`src/rtl/microwave_pkg.sv`:
```
// Shared types for the cook sequencer: FSM state encoding, BCD cook time, power helpers.
// Pure declarations, no logic; no latency or backpressure applies.
package microwave_pkg;

    typedef enum logic [2:0] {
        ST_IDLE,
        ST_ENTRY,
        ST_LOAD,
        ST_COOK,
        ST_PAUSE,
        ST_DONE
    } state_t;

    localparam logic [3:0] POWER_FULL = 4'd10;

    typedef struct packed {
        logic [3:0] min;
        logic [3:0] tens;
        logic [3:0] secs;
    } bcd_time_t;

    // Keypad entry scrolls digits in from the right; the old minutes digit falls off.
    function automatic bcd_time_t shift_in(input bcd_time_t t, input logic [3:0] d);
        bcd_time_t r;
        r.min  = t.tens;
        r.tens = t.secs;
        r.secs = d;
        return r;
    endfunction

    function automatic logic [3:0] power_from_digit(input logic [3:0] d);
        return (d == 4'd0) ? POWER_FULL : d;
    endfunction

endpackage

```
`src/rtl/cook_sequencer_if.sv`:
```
// Keypad, timer and magnetron signals between the sequencer and its neighbours.
// Level/strobe signals only; no handshake, so there is no backpressure.
interface cook_sequencer_if;
    logic        pgt_1Hz;
    logic        key_valid;
    logic [3:0]  key_digit;
    logic        power_key;
    logic        stage_key;
    logic        startn;
    logic        stopn;
    logic        clearn;
    logic        door_closed;
    logic        timer_done;
    logic [11:0] timer_value;
    logic        timer_loadn;
    logic        timer_enable;
    logic        mag_on;
    logic        stage;
    logic        done;
    logic        busy;

    modport slave (
        input  pgt_1Hz, key_valid, key_digit, power_key, stage_key,
               startn, stopn, clearn, door_closed, timer_done,
        output timer_value, timer_loadn, timer_enable, mag_on, stage, done, busy
    );

    modport master (
        output pgt_1Hz, key_valid, key_digit, power_key, stage_key,
               startn, stopn, clearn, door_closed, timer_done,
        input  timer_value, timer_loadn, timer_enable, mag_on, stage, done, busy
    );
endinterface

```
`src/rtl/cook_sequencer_duty_cycler.sv`:
```
// Power duty window: counts 1 Hz ticks modulo POWER_WINDOW, on-phase while window < power.
// on_phase_o is combinational from the window register; no backpressure.
module duty_cycler #(
    parameter int POWER_WINDOW = 10
) (
    input  logic       clk,
    input  logic       resetn,
    input  logic       clr_i,
    input  logic       adv_i,
    input  logic [3:0] power_i,
    output logic       on_phase_o
);
    localparam logic [3:0] WIN_LAST = 4'(POWER_WINDOW - 1);

    logic [3:0] win_q, win_d;

    always_comb begin
        win_d = win_q;
        if (clr_i) begin
            win_d = 4'd0;
        end else if (adv_i) begin
            win_d = (win_q == WIN_LAST) ? 4'd0 : win_q + 4'd1;
        end
    end

    always_ff @(posedge clk or negedge resetn) begin
        if (!resetn) begin
            win_q <= 4'd0;
        end else begin
            win_q <= win_d;
        end
    end

    assign on_phase_o = (win_q < power_i);

endmodule

```
`src/rtl/cook_sequencer.sv`:
```
// Two-stage cook program sequencer: keypad capture, timer load/enable, magnetron duty, safety.
// Timer load strobe one cycle after start; door open kills mag_on combinationally; no backpressure.
module cook_sequencer
    import microwave_pkg::*;
#(
    parameter int DONE_TICKS   = 3,
    parameter int POWER_WINDOW = 10
) (
    input  logic             clk,
    input  logic             resetn,
    cook_sequencer_if.slave  bus
);
    localparam logic [7:0] DONE_LAST = 8'(DONE_TICKS - 1);

    state_t     state_q, state_d;
    bcd_time_t  time1_q, time1_d;
    bcd_time_t  time2_q, time2_d;
    logic [3:0] pow1_q, pow1_d;
    logic [3:0] pow2_q, pow2_d;
    logic       stage_q, stage_d;
    logic       pend_q, pend_d;
    logic [7:0] dcnt_q, dcnt_d;

    logic       digit_ok;
    logic       start_ok;
    logic       prog_clr;
    logic       win_clr;
    logic       on_phase;
    bcd_time_t  time_sel;
    logic [3:0] pow_sel;

    assign digit_ok = bus.key_valid && (bus.key_digit <= 4'd9);
    assign start_ok = !bus.startn && bus.door_closed && (time1_q != '0) &&
                      (time1_q.tens <= 4'd5) && (time2_q.tens <= 4'd5);
    assign time_sel = stage_q ? time2_q : time1_q;
    assign pow_sel  = stage_q ? pow2_q  : pow1_q;

    always_comb begin
        state_d  = state_q;
        time1_d  = time1_q;
        time2_d  = time2_q;
        pow1_d   = pow1_q;
        pow2_d   = pow2_q;
        stage_d  = stage_q;
        pend_d   = pend_q;
        dcnt_d   = dcnt_q;
        prog_clr = 1'b0;
        win_clr  = 1'b0;

        if (!bus.clearn) begin
            state_d  = ST_IDLE;
            prog_clr = 1'b1;
        end else begin
            case (state_q)
                ST_IDLE, ST_ENTRY: begin
                    if (state_q == ST_ENTRY && start_ok) begin
                        state_d = ST_LOAD;
                        stage_d = 1'b0;
                        pend_d  = 1'b0;
                    end else begin
                        if (bus.power_key) begin
                            pend_d = 1'b1;
                        end
                        if (state_q == ST_ENTRY && bus.stage_key) begin
                            stage_d = 1'b1;
                        end
                        if (digit_ok) begin
                            state_d = ST_ENTRY;
                            if (pend_q) begin
                                pend_d = 1'b0;
                                if (stage_q) pow2_d = power_from_digit(bus.key_digit);
                                else         pow1_d = power_from_digit(bus.key_digit);
                            end else if (stage_q) begin
                                time2_d = shift_in(time2_q, bus.key_digit);
                            end else begin
                                time1_d = shift_in(time1_q, bus.key_digit);
                            end
                        end
                    end
                end
                ST_LOAD: begin
                    win_clr = 1'b1;
                    state_d = ST_COOK;
                end
                ST_COOK: begin
                    // Safety beats completion: a done seen with the door opening is replayed on resume.
                    if (!bus.stopn || !bus.door_closed) begin
                        state_d = ST_PAUSE;
                    end else if (bus.timer_done) begin
                        if (!stage_q && (time2_q != '0)) begin
                            stage_d = 1'b1;
                            state_d = ST_LOAD;
                        end else begin
                            state_d = ST_DONE;
                            dcnt_d  = 8'd0;
                        end
                    end
                end
                ST_PAUSE: begin
                    if (bus.stopn && !bus.startn && bus.door_closed) begin
                        state_d = ST_COOK;
                    end
                end
                ST_DONE: begin
                    if (bus.pgt_1Hz) begin
                        if (dcnt_q == DONE_LAST) begin
                            state_d  = ST_IDLE;
                            prog_clr = 1'b1;
                        end else begin
                            dcnt_d = dcnt_q + 8'd1;
                        end
                    end
                end
                default: begin
                    state_d  = ST_IDLE;
                    prog_clr = 1'b1;
                end
            endcase
        end

        if (prog_clr) begin
            time1_d = '0;
            time2_d = '0;
            pow1_d  = POWER_FULL;
            pow2_d  = POWER_FULL;
            stage_d = 1'b0;
            pend_d  = 1'b0;
            dcnt_d  = 8'd0;
        end
    end

    always_ff @(posedge clk or negedge resetn) begin
        if (!resetn) begin
            state_q <= ST_IDLE;
            time1_q <= '0;
            time2_q <= '0;
            pow1_q  <= POWER_FULL;
            pow2_q  <= POWER_FULL;
            stage_q <= 1'b0;
            pend_q  <= 1'b0;
            dcnt_q  <= 8'd0;
        end else begin
            state_q <= state_d;
            time1_q <= time1_d;
            time2_q <= time2_d;
            pow1_q  <= pow1_d;
            pow2_q  <= pow2_d;
            stage_q <= stage_d;
            pend_q  <= pend_d;
            dcnt_q  <= dcnt_d;
        end
    end

    duty_cycler #(
        .POWER_WINDOW (POWER_WINDOW)
    ) u_duty (
        .clk        (clk),
        .resetn     (resetn),
        .clr_i      (win_clr),
        .adv_i      ((state_q == ST_COOK) && bus.pgt_1Hz),
        .power_i    (pow_sel),
        .on_phase_o (on_phase)
    );

    assign bus.timer_value  = (state_q == ST_LOAD) ? time_sel : 12'h000;
    assign bus.timer_loadn  = (state_q != ST_LOAD);
    assign bus.timer_enable = (state_q == ST_COOK);
    assign bus.mag_on       = (state_q == ST_COOK) && bus.door_closed && on_phase;
    assign bus.stage        = stage_q;
    assign bus.done         = (state_q == ST_DONE);
    assign bus.busy         = (state_q == ST_LOAD) || (state_q == ST_COOK) || (state_q == ST_PAUSE);

endmodule
```
`src/flat_wrapper.sv`:
```
// flat-port wrapper written by rule: the top's interface ports become plain ports
module cook_sequencer_flat import microwave_pkg::*;
#(
    parameter int DONE_TICKS   = 3,
    parameter int POWER_WINDOW = 10
)
  (clk, resetn, bus_pgt_1Hz, bus_key_valid, bus_key_digit, bus_power_key, bus_stage_key, bus_startn, bus_stopn, bus_clearn, bus_door_closed, bus_timer_done, bus_timer_value, bus_timer_loadn, bus_timer_enable, bus_mag_on, bus_stage, bus_done, bus_busy);
  cook_sequencer_if bus_i ();
  input  logic clk;
  input  logic resetn;
  input wire logic [$bits(bus_i.pgt_1Hz)-1:0] bus_pgt_1Hz;
  input wire logic [$bits(bus_i.key_valid)-1:0] bus_key_valid;
  input wire logic [$bits(bus_i.key_digit)-1:0] bus_key_digit;
  input wire logic [$bits(bus_i.power_key)-1:0] bus_power_key;
  input wire logic [$bits(bus_i.stage_key)-1:0] bus_stage_key;
  input wire logic [$bits(bus_i.startn)-1:0] bus_startn;
  input wire logic [$bits(bus_i.stopn)-1:0] bus_stopn;
  input wire logic [$bits(bus_i.clearn)-1:0] bus_clearn;
  input wire logic [$bits(bus_i.door_closed)-1:0] bus_door_closed;
  input wire logic [$bits(bus_i.timer_done)-1:0] bus_timer_done;
  output wire logic [$bits(bus_i.timer_value)-1:0] bus_timer_value;
  output wire logic [$bits(bus_i.timer_loadn)-1:0] bus_timer_loadn;
  output wire logic [$bits(bus_i.timer_enable)-1:0] bus_timer_enable;
  output wire logic [$bits(bus_i.mag_on)-1:0] bus_mag_on;
  output wire logic [$bits(bus_i.stage)-1:0] bus_stage;
  output wire logic [$bits(bus_i.done)-1:0] bus_done;
  output wire logic [$bits(bus_i.busy)-1:0] bus_busy;
  assign bus_i.pgt_1Hz = bus_pgt_1Hz;
  assign bus_i.key_valid = bus_key_valid;
  assign bus_i.key_digit = bus_key_digit;
  assign bus_i.power_key = bus_power_key;
  assign bus_i.stage_key = bus_stage_key;
  assign bus_i.startn = bus_startn;
  assign bus_i.stopn = bus_stopn;
  assign bus_i.clearn = bus_clearn;
  assign bus_i.door_closed = bus_door_closed;
  assign bus_i.timer_done = bus_timer_done;
  assign bus_timer_value = bus_i.timer_value;
  assign bus_timer_loadn = bus_i.timer_loadn;
  assign bus_timer_enable = bus_i.timer_enable;
  assign bus_mag_on = bus_i.mag_on;
  assign bus_stage = bus_i.stage;
  assign bus_done = bus_i.done;
  assign bus_busy = bus_i.busy;
  cook_sequencer #(.DONE_TICKS(DONE_TICKS), .POWER_WINDOW(POWER_WINDOW)) u_core (.clk(clk), .resetn(resetn), .bus(bus_i));
endmodule
```
`config.mk`:
```
export PLATFORM = sky130hd
export DESIGN_NAME = cook_sequencer_flat
export DESIGN_NICKNAME = d
export VERILOG_FILES = /design/src/rtl/microwave_pkg.sv /design/src/rtl/cook_sequencer_if.sv /design/src/rtl/cook_sequencer_duty_cycler.sv /design/src/rtl/cook_sequencer.sv /design/src/flat_wrapper.sv
export SDC_FILE = /design/constraint.sdc
export NUM_CORES = 1
export LEC_CHECK = 0
export ABC_AREA = 1
export CAP_MARGIN = 10
export CORE_UTILIZATION = 62
export DETAILED_ROUTE_END_ITERATION = 16
export PLACE_DENSITY = 0.86
export SETUP_SLACK_MARGIN = 0.05
export SLEW_MARGIN = 30
export SYNTH_ARGS = -nofsm -noshare
export SYNTH_HDL_FRONTEND = slang
export SYNTH_SLANG_ARGS = --single-unit
```
`constraint.sdc`:
```
create_clock -name clk -period 5.5 [get_ports clk]
set_input_delay 1.375 -clock clk [delete_from_list [all_inputs] [get_ports clk]]
set_output_delay 1.375 -clock clk [all_outputs]
set_load 0.02 [all_outputs]
```
# Word level (Yosys, flattened, before mapping)
# Index checks and enable logic that the tools add are counted.
totals:
  ramBits: 0
  rom_bits: 0
  mem_count: 0
  reg_bits: 49
  out_inout_bits: 18
  elab_cells: 158
  latch_bits: 0
op_classes:
  n_div: 0
  n_reduce_logical: 42
  addsub: 2
  magnitude_cmp: 4
  shift: 0
  n_eq_ne: 23
  bitwise_logic: 0
  muxes: 74
  multipliers: 0
ops:
  columns: ["op", "n"]
  rows:
  - ["two-way mux 12 bit", 16]
  - ["two-way mux 4 bit", 19]
  - ["two-way mux 8 bit", 7]
  - ["AND reduction 6 bit", 5]
  - ["two-way mux 3 bit", 9]
  - ["!= test 3 x 2 -> 1 bit, second input constant", 8]
  - ["nonzero test 12 bit", 2]
  - ["two-way mux 1 bit", 19]
  - ["case mux 8 bit (2 select lines)", 1]
  - ["case mux 3 bit (5 select lines)", 1]
  - ["logical AND 1 bit", 13]
  - ["nonzero test 2 bit", 6]
  - ["adder 8 x 1 -> 8 bit, second input constant", 1]
  - ["equality test 8 x 2 -> 1 bit, second input constant", 1]
  - ["<= comparator 4 x 3 -> 1 bit, second input constant", 2]
  - ["AND reduction 7 bit", 1]
  - ["equality test 3 x 2 -> 1 bit, second input constant", 2]
  - ["equality test 3 bit, second input constant", 2]
  - ["nonzero test 3 bit", 2]
  - ["AND reduction 5 bit", 1]
  - ["OR reduction 5 bit", 1]
  - ["adder 4 x 1 -> 4 bit, second input constant", 1]
  - ["equality test 4 bit, second input constant", 1]
  - ["<= comparator 4 bit, second input constant", 1]
  - ["other kinds (16)", 23]

# Depth between registers and ports, before layout
# Gate-level depths: netlist (run 1).
logic_depth:
  ltp_word: 10
  depth_mapped: 13

# Hierarchy
# Synthesis (run 1) repeated with hierarchy kept, for this count alone.
hier_totals:
  cells_unflattened: 449
  hier_area_um2: 3123.0
by_module_without_submodules:
  columns: ["mod", "area_per_inst_um2", "n_inst", "cells_per_inst", "seq_area_each_um2"]
  rows:
  - ["cook_sequencer", 2798.9, 1, 403, 1131.1]
  - ["duty_cycler", 324.1, 1, 46, 100.1]

# Worst setup path after synthesis (run 1)
# OpenSTA, ideal clock, no wires.
synth_path:
  path_type: "register to output"
  from: "register u_core.stage_q, in the netlist u_core.bus.stage"
  to: "output port bus_mag_on"
  path_stages_with_launch: 9
  path_slack_ns: 2.015
  required_ns: 4.125
  arrival_time_ns: 2.110
  path_cell_list: "dfrtp_1 > clkbuf_1 > buf_2 > mux2i_1 > ha_1 > o21ai_0 > nand2_1 > a21o_1 > a21oi_1"
synth_between:
  elab_chain_cells: 3
synth_rtl:
  columns: ["item", "line_no", "text"]
  rows:
  - ["from (decl)", "cook_sequencer.sv:20", "logic stage_q, stage_d;"]
  - ["from (signal assigned)", "cook_sequencer.sv:148", "stage_q <= stage_d;"]
  - ["two-way mux 4 bit", "cook_sequencer.sv:36", "assign pow_sel = stage_q ? pow2_q : pow1_q;"]
  - ["< comparator 4 bit", "cook_sequencer_duty_cycler.sv:34", "assign on_phase_o = (win_q < power_i);"]
  - ["logical AND 1 bit", "cook_sequencer.sv:168", "assign bus.mag_on = (state_q == ST_COOK) && bus.door_closed && on_phase;"]
  - ["to (decl)", "flat_wrapper.sv:24", "output wire logic [$bits(bus_i.mag_on)-1:0] bus_mag_on;"]
# Every way passes these cells.

# Worst setup path in the final report (run 1)
# Same ends and word-level chain as after synthesis.

==> impl_metrics.env, run 1 <==
export IMPL_clk_pin_slew_ns=0.09
export IMPL_fin_skew_ns=0.005181
export IMPL_worstSetupStartpointType="flop"
export IMPL_max_freq_mhz=238.9
export IMPL_cts_resized=0
export IMPL_avgSynthCellArea_um2=7.167
export IMPL_synth_fp_nets=473
export IMPL_hpwl_um=5633
export IMPL_powerDensity_nw_per_um2=313.6
export IMPL_slew_headroom_pct=41.73
export IMPL_areaGrowthSynthToFinish_pct=12.06
export IMPL_first_global_vias=2817
export IMPL_fillers=409
export IMPL_fin_util_pct=74.56
export IMPL_holdBufCountCts=0
export IMPL_leakage_nw=1.814
export IMPL_final_layout_size_suffix_gt1_share_pct=9.034
export IMPL_clk_latency_ns=0.31
export IMPL_vias_per_cell=5.785
export IMPL_core_area_um2=4880
export IMPL_grt_pass1_wl_um=12910
export IMPL_firstDrtPassIters=5
export IMPL_cp_arrival_ns=2.81
export IMPL_postCtsSetupRepairBufs=0
export IMPL_place_gp_congestion=0.9219
export IMPL_synth_area_um2=3247
export IMPL_internal_power_w=0.0007043
export IMPL_crit_type="reg -> out"
export IMPL_start_util_pct=66.54
export IMPL_design_area_um2=3638
export IMPL_synth_yosys_seq_area_share_pct=37.92
export IMPL_drt_iter0_markers=313
export IMPL_ir_drop_mv=0.2365
export IMPL_wirelength_um=7793
export IMPL_synth_cells=453
export IMPL_status="finished, final reports clean"
export IMPL_cts_tree="yes"
export IMPL_clock_sinks=49
export IMPL_die_h_um=74.37
export IMPL_std_cell_rows=25
export IMPL_rsz0062_at_grt="no"
export IMPL_drc=0
export IMPL_max_cap_viol_count=0
export IMPL_die_area_um2=5530
export IMPL_min_period_ns=4.185
export IMPL_clock_root_buffer="clkbuf_8"
export IMPL_grt_use_total_pct=30.79
export IMPL_antenna_found_initial=0
export IMPL_htreeDepth=2
export IMPL_required_ns=4.12
export IMPL_path_max_fanout=23
export IMPL_crit_chain="mux2i_1, ha_1, o21ai_0, nand2_1, a21o_1, a21oi_1, clkdlybuf4s50_1"
export IMPL_ys_ff_latch=49
export IMPL_vias=3141
export IMPL_layoutNonFillerInstCount=543
export IMPL_switching_share_pct=38.27
export IMPL_p_comb_share_pct=31.3
export IMPL_hold_viol=0
export IMPL_placed_area_um2=3518
export IMPL_hold_path_class="reg -> reg"
export IMPL_seqPwrFrac_pct=44.7
export IMPL_wire_per_inst_um=14.35
export IMPL_tns_ns=0
export IMPL_io_buffers=32
export IMPL_ios=33
export IMPL_placed_cells=535
export IMPL_cts_made_buffers=5
export IMPL_slowest_stage="dfrtp_1"
export IMPL_report_final_slew_viol_count=0
export IMPL_postRouteAntennaNets=0
export IMPL_final_nets=495
export IMPL_power_switching_w=0.0004366
export IMPL_p_clk_share_pct=24.1
export IMPL_endpoint_kind="output port"
export IMPL_yosysUniqueCellTypes=43
export IMPL_grt_ovfl_total=0
export IMPL_worst_pin_slew_ns=0.8741
export IMPL_die_w_um=74.37
export IMPL_antenna_cells=0
export IMPL_synth_warnings=0
export IMPL_final_setup_viol_count=0
export IMPL_crit_path_max_incr_delay_ns=0.93
export IMPL_clockBufferDepth=2
export IMPL_min_period_over_period_pct=76.09
export IMPL_grt_max_degree=50
power by group through the flow:
stage / registers (W) / logic, W / clock network, W
3_3_place_gp: 0.000509 / 0.000339 / 0
2_1_floorplan: 0.000476 / 0.000303 / 0
3_5_place_dp: 0.000513 / 0.000350 / 0
5_1_grt: 0.000519 / 0.000403 / 0.000288
4_1_cts: 0.000506 / 0.000355 / 0.000277
6_report: 0.000509 / 0.000357 / 0.000275
cell usage in the layout, fill, tap and decap left out, types with 2 or more instances in the layout:
| cell type | n |
|---|---|
| o2111ai_1 | 2 |
| xor2_1 | 2 |
| o21a_1 | 2 |
| nand3_2 | 3 |
| clkbuf_8 | 6 |
| dfstp_2 | 4 |
| inv_2 | 4 |
| inv_1 | 37 |
| nand2_4 | 3 |
| nand2_2 | 11 |
| nor2_1 | 47 |
| nand4_1 | 28 |
| a21oi_1 | 17 |
| o21ai_0 | 10 |
| nor3_1 | 2 |
| ha_1 | 5 |
| clkdlybuf4s50_1 | 31 |
| nand3_1 | 40 |
| nand2_1 | 151 |
| mux2i_1 | 3 |
| nand3_4 | 2 |
| dfrtp_1 | 45 |
sequential cells by signal, summed over array words and instances, names as in the netlist:
name,count
u_core.dcnt_q,8
u_core.bus.stage,1
u_core.pow1_q,4
u_core.pend_q,1
u_core.state_q,3
u_core.pow2_q,4
u_core.time1_q,12
u_core.time2_q,12
u_core.u_duty.win_q,4
cells in the mapped netlist, drive strengths merged:
cell | number | area, um^2
a211oi | 1 | 7.510
a21o | 1 | 7.510
a21oi | 17 | 85.08
a31oi | 1 | 6.260
and2 | 1 | 6.260
buf | 13 | 115.1
clkbuf | 4 | 15.01
dfrtp | 45 | 1126
dfstp | 4 | 105.1
ha | 5 | 62.56
inv | 42 | 162.6
mux2i | 3 | 30.03
nand2 | 166 | 689.4
nand3 | 45 | 265.3
nand3b | 1 | 7.510
nand4 | 28 | 175.2
nor2 | 49 | 193.9
nor3 | 2 | 10.01
o2111ai | 2 | 17.52
o211ai | 1 | 7.510
o21a | 2 | 15.01
o21ai | 12 | 75.08
o21bai | 1 | 7.510
o22ai | 1 | 6.260
o32ai | 1 | 8.760
or2 | 2 | 12.52
xnor2 | 1 | 8.760
xor2 | 2 | 17.52
through the flow:
stage	power, W	hold WS (ns)	setup WS [ns]
2_1_floorplan	0.0007784	0.4412	2.015
3_3_place_gp	0.0008482	0.4549	1.427
6_report	0.001141	0.4749	1.315
3_5_place_dp	0.0008632	0.4554	1.440
5_1_grt	0.001209	0.4984	1.183
4_1_cts	0.001138	0.4759	1.327
cell type report:
type	instances	area [um^2]	share of cell area [%]
Clock inverter	2	37.54	1.032
Multi-Input combinational cell	345	1723	47.35
Sequential cell	49	1231	33.84
Clock buffer	6	82.58	2.270
Inverter	42	162.7	4.470
Tap cell	67	83.83	2.304
Timing Repair Buffer	32	317.8	8.735
worst paths after layout:
path / from / end / slack [ns] / depth (start not counted)
setup reg to reg: u_core.bus.stage / u_core.time2_q[5] / 2.79 / 5
min in group asynchronous: resetn / u_core.u_duty.win_q[2] / 1.07 / 1
max in group asynchronous: resetn / u_core.dcnt_q[3] / 4.00 / 1
hold reg to reg: u_core.pow1_q[1] / u_core.pow1_q[1] / 0.47 / 2
hold / removal: u_core.pow1_q[1] / u_core.pow1_q[1] / 0.47 / 2
setup / recovery: u_core.bus.stage / bus_mag_on / 1.32 / 7
metal layers:
| metal | track usage (%) | up-vias | part of all wire (%) |
|---|---|---|---|
| li1 | - | 1525 | - |
| met1 | 41.11 | 1469 | 44 |
| met2 | 51.35 | 129 | 47 |
| met3 | 5.691 | 18 | 6.9 |
| met4 | 8.595 | 0 | 1.6 |
| met5 | 0 | - | 0 |
logic make-up after synthesis:
family          share of synthesized area [%]
mux                                    0.9249
xor+xnor                               0.8094
compound gates                          7.515
simple gates                            41.89
flops                                   37.92
fa+ha+maj                               1.927
buf+inv                                 9.017
worst max-delay path, delay by kind of cell, from the launching register on:
| kind | cells | cell delay [ns] |
|---|---|---|
| and+or+nand+nor | 1 | 0.07 |
| buffers and inverters | 1 | 0.62 |
| muxes | 1 | 0.27 |
| adders and majority gates | 1 | 0.26 |
| DFF | 1 | 0.93 |
| AOI/OAI and AO/OA | 3 | 0.37 |
Power figures use the tool's default switching activity.
==> run 2, diff against run 1 <==
Settings changed: CORE_UTILIZATION 62 to 52, PLACE_DENSITY 0.86 to 0.77.
Clock period 5.5 ns to 3.8 ns, I/O delays scaled along.
==> impl_metrics.env, run 2 (synthesis results as in run 1) <==
export IMPL_crit_path_max_incr_delay_ns=0.63
export IMPL_max_freq_mhz=295.6
export IMPL_final_common_cell="nand2_1"
export IMPL_slew_headroom_pct=57.45
export IMPL_antenna_cells=0
export IMPL_hold_path_class="reg -> reg"
export IMPL_grt_max_degree=50
export IMPL_std_cell_rows=28
export IMPL_grt_ovfl_total=0
export IMPL_areaGrowthSynthToFinish_pct=12.49
export IMPL_tns_ns=0
export IMPL_r2r_cells=6
export IMPL_postRouteAntennaNets=0
export IMPL_ios=33
export IMPL_min_period_over_period_pct=89.03
export IMPL_io_buffers=32
export IMPL_hold_viol=0
export IMPL_fin_skew_ns=0.008941
export IMPL_final_nets=498
export IMPL_clockBufferDepth=2
export IMPL_firstDrtPassIters=4
export IMPL_cts_tree="yes"
export IMPL_cp_arrival_ns=2.43
export IMPL_ir_drop_mv=0.3125
export IMPL_clock_root_buffer="clkbuf_8"
export IMPL_cts_made_buffers=5
export IMPL_clk_pin_slew_ns=0.09
export IMPL_status="finished, final reports clean"
export IMPL_final_setup_viol_count=0
export IMPL_worstSetupStartpointType="flop"
export IMPL_final_cell_mix="151 x nand2_1, 47 x nor2_1, 45 x dfrtp_1, 40 x nand3_1, 37 x inv_1"
export IMPL_hpwl_um=5614
export IMPL_drc=0
export IMPL_holdPathStages=2
export IMPL_cts_resized=0
export IMPL_drt_iter0_markers=239
export IMPL_crit_type="reg -> out"
export IMPL_worst_pin_slew_ns=0.6382
export IMPL_min_period_ns=3.383
export IMPL_clock_sinks=49
export IMPL_core_area_um2=5956
export IMPL_postCtsSetupRepairBufs=0
export IMPL_leakage_nw=1.825
export IMPL_vias_per_cell=5.634
export IMPL_die_area_um2=6564
export IMPL_max_cap_viol_count=0
export IMPL_wire_per_inst_um=14.16
export IMPL_reg_top3="u_core.time1_q (12), u_core.time2_q (12), u_core.dcnt_q (8)"
export IMPL_antenna_found_initial=0
export IMPL_grt_pass1_wl_um=13680
export IMPL_endpoint_kind="output port"
export IMPL_place_gp_congestion=0.9324
export IMPL_power_w=0.001609
export IMPL_clk_latency_ns=0.31
export IMPL_die_w_um=81.02
export IMPL_path_max_fanout=18
export IMPL_slowest_stage="clkdlybuf4s50_1"
export IMPL_holdBufCountCts=0
export IMPL_required_ns=2.85
export IMPL_report_final_slew_viol_count=0
export IMPL_final_layout_size_suffix_gt1_share_pct=9.603
export IMPL_rsz0062_at_grt="no"
export IMPL_first_global_vias=3098
export IMPL_wirelength_um=7846
export IMPL_grt_use_total_pct=26.78
export IMPL_fin_util_pct=61.32
export IMPL_htreeDepth=2
export IMPL_start_util_pct=54.52
export IMPL_die_h_um=81.02
export IMPL_vias=3121
export IMPL_powerDensity_nw_per_um2=440.5
export IMPL_crit_chain="buf_4, inv_1, nand2_1, a21oi_1, clkdlybuf4s50_1"
==> run 2: changes by cell type in the layout (fill, tap and decap cells not counted) <==
cell,previous run,this run
buf_4,1,4
clkbuf_8,6,7
clkinvlp_4,1,0
bufinv_16,1,0
clkinv_2,0,1
==> run 2: metrics by stage <==
| step | cell area [um^2] | hold slack, ns | setup slack [ns] | std cells |
|---|---|---|---|---|
| after global placement | 3548 | 0.4521 | 0.5459 | 546 |
| after CTS | 3652 | 0.4722 | 0.4142 | 554 |
| after floorplan | 3247 | 0.4412 | 0.7401 | 453 |
| after detailed placement | 3551 | 0.4598 | 0.5272 | 546 |
| final | 3652 | 0.4693 | 0.4168 | 554 |
| after global routing | 3652 | 0.4971 | 0.2874 | 554 |
==> run 2: layer usage <==
layer | vias to the layer above | GRT usage (%) | wire length (um)
met2 | 123 | 43.87 | 3788
li1 | 1523 | - | -
met1 | 1453 | 34.28 | 3420
met4 | 0 | 11.96 | 176
met5 | - | 0 | 0
met3 | 22 | 4.944 | 461
==> run 2: area by class of cell <==
| type | count | area (um^2) |
|---|---|---|
| clock inverter | 1 | 5.005 |
| timing repair buffer | 35 | 340.3 |
| fill | 544 | 2303 |
| multi-input combinational | 345 | 1723 |
| inverter | 42 | 162.7 |
| sequential | 49 | 1231 |
| clock buffer | 7 | 96.34 |
| tap | 75 | 93.84 |
==> run 2: final timing paths <==
| check | to | slack [ns] | start |
|---|---|---|---|
| min | u_core.pow1_q[1] | 0.47 | u_core.pow1_q[1] |
| max in group asynchronous | u_core.state_q[1] | 2.71 | resetn |
| min in group asynchronous | u_core.dcnt_q[2] | 0.64 | resetn |
| max reg2reg | u_core.time2_q[1] | 1.42 | u_core.bus.stage |
| min reg2reg | u_core.pow1_q[1] | 0.47 | u_core.pow1_q[1] |
| max | bus_timer_value[11] | 0.42 | u_core.bus.stage |
==> run 2: report_power, final <==
group,internal [W],switching (W)
combinational,0.000200,0.000361
clock,0.000165,0.000181
sequential,0.000613,0.0000901
total,0.000977,0.000632
==> run 2: critical path, delay by kind of cell (launching register included) <==
family                 cells  cell delay, ns
buffers and inverters      3            1.33
DFF                        1            0.47
AOI/OAI and AO/OA          1            0.19
and+or+nand+nor            1            0.13
